[src/rtl/rv32i_pkg.sv]
// Shared RV32I pipeline definitions used by the memory stage:
// datapath width, load/store funct3 encodings, access sizes and M-stage FSM states.
package rv32i_pkg;

    localparam int DPW = 32;

    localparam logic [2:0] F3_LB  = 3'b000;
    localparam logic [2:0] F3_LH  = 3'b001;
    localparam logic [2:0] F3_LW  = 3'b010;
    localparam logic [2:0] F3_LBU = 3'b100;
    localparam logic [2:0] F3_LHU = 3'b101;

    localparam logic [2:0] F3_SB  = 3'b000;
    localparam logic [2:0] F3_SH  = 3'b001;
    localparam logic [2:0] F3_SW  = 3'b010;

    typedef enum logic {MS_IDLE, MS_WAIT} mem_state_t;

    typedef enum logic [1:0] {SZ_B, SZ_H, SZ_W} access_size_t;

    // Stores only define SB/SH/SW, loads also define LBU/LHU; any other
    // encoding falls back to a full word access.
    function automatic access_size_t access_size(input logic [2:0] f3, input logic is_store);
        if (is_store) begin
            case (f3)
                F3_SB:   return SZ_B;
                F3_SH:   return SZ_H;
                F3_SW:   return SZ_W;
                default: return SZ_W;
            endcase
        end
        case (f3)
            F3_LB, F3_LBU: return SZ_B;
            F3_LH, F3_LHU: return SZ_H;
            F3_LW:         return SZ_W;
            default:       return SZ_W;
        endcase
    endfunction

endpackage

[src/rtl/mem_align.sv]
// Combinational lane logic for data memory accesses: byte enables and
// replicated store data, load byte/half extraction with sign or zero
// extension, and misalignment detection.
module mem_align
    import rv32i_pkg::*;
(
    input  logic [2:0]     funct3,
    input  logic           is_store,
    input  logic [1:0]     offset,
    input  logic [DPW-1:0] store_data,
    input  logic [DPW-1:0] read_data,
    output logic [3:0]     byte_en,
    output logic [DPW-1:0] write_data,
    output logic [DPW-1:0] load_data,
    output logic           misalign
);

    access_size_t size;
    logic         sign_ext;
    logic [7:0]   lane_byte;
    logic [15:0]  lane_half;

    assign size      = access_size(funct3, is_store);
    assign sign_ext  = !is_store && !funct3[2];
    assign lane_byte = read_data[{offset, 3'b000} +: 8];
    assign lane_half = read_data[{offset[1], 4'b0000} +: 16];

    // Select lanes by access size; word accesses pass data straight through.
    always_comb begin
        byte_en    = 4'b1111;
        write_data = store_data;
        load_data  = read_data;
        misalign   = 1'b0;
        case (size)
            SZ_B: begin
                byte_en    = 4'b0001 << offset;
                write_data = {4{store_data[7:0]}};
                load_data  = sign_ext ? {{24{lane_byte[7]}}, lane_byte} : {24'b0, lane_byte};
            end
            SZ_H: begin
                byte_en    = 4'b0011 << offset;
                write_data = {2{store_data[15:0]}};
                load_data  = sign_ext ? {{16{lane_half[15]}}, lane_half} : {16'b0, lane_half};
                misalign   = offset[0];
            end
            default: begin
                misalign   = (offset != 2'b00);
            end
        endcase
        if (!is_store) begin
            write_data = '0;
        end
    end

endmodule

[src/rtl/memory_stage.sv]
// Pipeline M stage: issues loads/stores over a req/ready handshake, stalls
// upstream while memory is busy and registers results into the M->W register.
module memory_stage
    import rv32i_pkg::*;
(
    input  logic           clk,
    input  logic           rst,
    input  logic           validM,
    input  logic           regwriteM,
    input  logic           resultsrcM,
    input  logic           memwriteM,
    input  logic [2:0]     funct3M,
    input  logic [DPW-1:0] aluresultM,
    input  logic [DPW-1:0] Rd2M,
    input  logic [4:0]     RdM,
    output logic           stallM,
    output logic           dmem_req,
    output logic           dmem_we,
    output logic [DPW-1:0] dmem_addr,
    output logic [3:0]     dmem_be,
    output logic [DPW-1:0] dmem_wdata,
    input  logic           dmem_ready,
    input  logic [DPW-1:0] dmem_rdata,
    output logic           validW,
    output logic           regwriteW,
    output logic           resultsrcW,
    output logic [DPW-1:0] aluresultW,
    output logic [DPW-1:0] readdataW,
    output logic [4:0]     RdW,
    output logic           misalignW
);

    mem_state_t     state;
    mem_state_t     state_next;
    logic           memop;
    logic           misalign_raw;
    logic           misalign;
    logic           aligned_memop;
    logic           is_load;
    logic [DPW-1:0] load_data;

    mem_align u_align (
        .funct3     (funct3M),
        .is_store   (memwriteM),
        .offset     (aluresultM[1:0]),
        .store_data (Rd2M),
        .read_data  (dmem_rdata),
        .byte_en    (dmem_be),
        .write_data (dmem_wdata),
        .load_data  (load_data),
        .misalign   (misalign_raw)
    );

    assign memop         = validM & (resultsrcM | memwriteM);
    assign misalign      = memop & misalign_raw;
    assign aligned_memop = memop & !misalign_raw;
    assign is_load       = aligned_memop & !memwriteM;
    assign stallM        = dmem_req & !dmem_ready;
    assign dmem_we       = dmem_req & memwriteM;
    assign dmem_addr     = {aluresultM[DPW-1:2], 2'b00};

    // Handshake state register; reset abandons any outstanding request.
    always_ff @(posedge clk) begin
        if (rst) begin
            state <= MS_IDLE;
        end else begin
            state <= state_next;
        end
    end

    // Next state and request: the request is held until memory reports ready.
    always_comb begin
        state_next = state;
        dmem_req   = 1'b0;
        case (state)
            MS_IDLE: begin
                dmem_req = aligned_memop;
                if (aligned_memop && !dmem_ready) begin
                    state_next = MS_WAIT;
                end
            end
            MS_WAIT: begin
                dmem_req = aligned_memop;
                if (dmem_ready) begin
                    state_next = MS_IDLE;
                end
            end
        endcase
        if (rst) begin
            dmem_req = 1'b0;
        end
    end

    // M->W register: capture the instruction when not stalled, else insert a bubble.
    always_ff @(posedge clk) begin
        if (rst || stallM) begin
            validW     <= 1'b0;
            regwriteW  <= 1'b0;
            resultsrcW <= 1'b0;
            aluresultW <= '0;
            readdataW  <= '0;
            RdW        <= '0;
            misalignW  <= 1'b0;
        end else begin
            validW     <= validM;
            regwriteW  <= regwriteM & !misalign;
            resultsrcW <= resultsrcM;
            aluresultW <= aluresultM;
            readdataW  <= is_load ? load_data : '0;
            RdW        <= RdM;
            misalignW  <= misalign;
        end
    end

endmodule

[config.mk]
export PLATFORM = sky130hd
export DESIGN_NAME = memory_stage
export DESIGN_NICKNAME = d
export VERILOG_FILES = /design/src/rtl/rv32i_pkg.sv /design/src/rtl/mem_align.sv /design/src/rtl/memory_stage.sv
export SDC_FILE = /design/constraint.sdc
export NUM_CORES = 1
export LEC_CHECK = 0
export CAP_MARGIN = 20
export CORE_ASPECT_RATIO = 1.75
export CORE_UTILIZATION = 35
export CTS_CLUSTER_SIZE = 30
export DETAILED_ROUTE_END_ITERATION = 10
export GPL_ROUTABILITY_DRIVEN = 0
export PLACE_DENSITY_LB_ADDON = 0.2
export SLEW_MARGIN = 20
export SYNTH_ARGS = -nofsm -noshare
export SYNTH_HDL_FRONTEND = slang
export SYNTH_SLANG_ARGS = --single-unit
[constraint.sdc]
create_clock -name clk -period 1.7 [get_ports clk]
set_clock_uncertainty 0.05 [all_clocks]
set_input_delay 0.34 -clock clk [delete_from_list [all_inputs] [get_ports clk]]
set_output_delay 0.34 -clock clk [all_outputs]
set_load 0.01 [all_outputs]
==> impl_metrics.toml <==
[critical_path]
cp_max_fo = 7
critical_path.n_buffers_inverters = 5
cp.arrival_ps = 1880
slowest_stage = "mux2i_1"
crit_chain = "clkdlybuf4s15_2 > buf_6 > buf_4 > buf_4 > mux2i_1 > mux2i_1 > a21oi_2 > buf_4 > a211oi_1"
cp_common_cell = "buf_4"
critical-path-max-stage-delay_ps = 240
start_kind = "input pin"
critPathCaptureType = "flop"
required_ps = 1890
worstSetupPathType = "in -> reg"
cpLargestDelayFamily = "buffers and inverters"

[die]
die-area_um2 = 10590
core_um2 = 9849
die_h_um = 135.4
ioPinCount = 255
num_rows = 48
fp.dieW_um = 78.22
initial_core_util_pct = 36.13

[synthesis]
netlist_area_um2 = 3558
synth-seq-area-share_pct = 41.07
synth.avg_cell_area_um2 = 9.267
postSynthCellCount = 384
synth_area_leaders = "dfxtp_1, and2_1, buf_4"
ys_seq_elements = 73
synth.distinct_cells = 35
yosys_warnings = 0
synth.largest_area_cell = "dfxtp_1"
synth_top_area_share_pct = 41.07

[routing]
drc_errors = 0
num_vias = 3850
first_pass_iters = 4
first_iter_violations = 200
wl_um = 12860
routedWlPerCell_um = 16.47
avgViaCountPerCell = 4.930
drtAntennaViolNets = 0

[grt]
grt.overflow.total = 0
grt_pass1_wl_um = 18950
grt_max_degree = 29
track_usage_pct = 23.29
antenna_found_initial = 1
first_global_vias = 3820

[finish]
final_nets = 761
drive_gt1_share_pct = 23.51
final_util_pct = 69.02
post_layout_nonfiller_instances = 781
synthToLayoutAreaGrowth_pct = 91.03
fillers = 838

[clock_tree]
h-tree-depth = 3
ctsHoldBuffers = 0
cts_tree = "built"
clockRootBuffer = "clkbuf_16"
cts_inserted_buffers = 9
clockBufferDepth = 2
clkTransAtPathRegs_ps = 60
numClockSinks = 73

[timing]
setup_viol = 0
fmax_mhz = 589.6
hold_viol = 0
fin_crit_sh_pct = 99.77
setup_tns_ps = 0
rsz0062_at_grt = "yes"
drv_slew = 0
period_minus_slack_ps = 1696
hold_ws_ps = 315.0

[place]
hpwl_um = 9369
place_inst = 744
io_buffers = 252

[power]
powerDensity_nw_per_um2 = 733.2
ir_drop_uv = 511.9
leakage_nw = 3.013

[min_path]
hp-class = "in -> reg"

[outcome]
status = "finished clean"

[flow_run]
drv_cap = 0
## tightest hold or removal path, cell delays in order
cell	delay, ps
dlymetal6s2s_1	160
nand2_1	90
a21oi_2	50
## cell usage after synthesis
cell type	instances
a21boi_1	8
nor2b_1	8
and2_1	48
clkbuf_1	7
buf_6	2
a21oi_1	7
nor4bb_1	1
nor3_1	3
o21a_2	1
nand3_2	1
a2111oi_2	1
o21ai_1	1
o211a_1	9
dfxtp_1	73
nor2_1	20
conb_1	1
a311oi_1	8
nand3_1	9
buf_4	33
nand2b_1	3
nor3_4	1
a21oi_2	12
a211oi_1	8
mux4_1	2
a21o_1	1
nand3b_1	1
buf_2	18
o211ai_1	1
mux2i_1	20
o21a_1	1
o21ai_0	3
nor4_1	1
mux2_2	7
nand2_1	59
mux4_2	5
## where the power goes
group / switching, mW / total (mW) / leakage (nW) / internal (mW)
clock: 0.725 / 2.01 / 0.153 / 1.29
sequential: 0.0149 / 1.79 / 0.599 / 1.77
combinational: 0.489 / 1.18 / 2.26 / 0.693
## state kept, by name (all words and copies together) (netlist names)
name        count
resultsrcW      1
validW          1
regwriteW       1
RdW             5
readdataW      32
aluresultW     32
misalignW       1
## path summary, 6_finish.rpt
path                            from                        to  slack, ps  depth (start not counted)
worst max-delay path   aluresultM[0]  readdataW[11]$_SDFF_PP0_          4                          9
worst min-delay path  dmem_rdata[31]  readdataW[31]$_SDFF_PP0_        320                          3
## layout make-up
type	count	area [µm²]	area share (%)
clock inverters	6	90.09	1.325
multi-input cells	252	1817	26.73
diodes	1	2.502	0.03681
repair buffers	314	3042	44.75
clock buffers	10	229.0	3.368
well taps	125	156.4	2.301
flip-flops and latches	73	1461	21.50
## metal layers
metal | vias to the layer above | track usage (%) | wire length, µm
met1 | 1840 | 22.48 | 4449
met4 | 0 | 11.21 | 400
met5 | - | 0 | 0
met3 | 29 | 5.185 | 806
li1 | 1798 | - | -
met2 | 183 | 45.32 | 7203
## per-stage QoR
step	area, µm²	power [mW]	worst slack [ps]
final	6798	4.984	3.897
after global routing	6798	5.169	-39.07
after CTS	6653	4.991	-105.6
after detailed placement	6240	2.975	-872.5
after global placement	6240	2.955	-808.7
after floorplan	3562	2.289	0.1293
## logic make-up (layout without fill, tap and decap cells)
group	after synthesis	count (layout)	synth area share [%]
AND/OR/NAND/NOR	155	155	21.80
flip-flops	73	73	41.07
AO/OA/AOI/OAI	61	61	13.68
buffers and inverters	60	330	10.87
multiplexers	34	34	12.48
other	1	3	0.1054
## repair_timing
action / CTS / global route
endpoints found under the hold margin: 0 / 0
cloned: 4 / 1
resized for setup: 214 / 30
pin swaps: 8 / 7
setup buffers: 12 / 5
endpoints found under the setup margin: 142 / 52
## placed cells by master, fill, tap and decap left out, types with 9 or more instances in the layout
master / instances
clkdlybuf4s50_1: 166
dlygate4sd2_1: 43
nand2_1: 58
mux2i_1: 20
clkbuf_16: 10
and2_1: 48
nor2_1: 18
nand3_1: 9
buf_4: 40
buf_2: 29
dfxtp_1: 73
o211a_1: 9
buf_6: 13
buf_12: 9
a21oi_2: 11
Power figures use the tool's default switching activity.
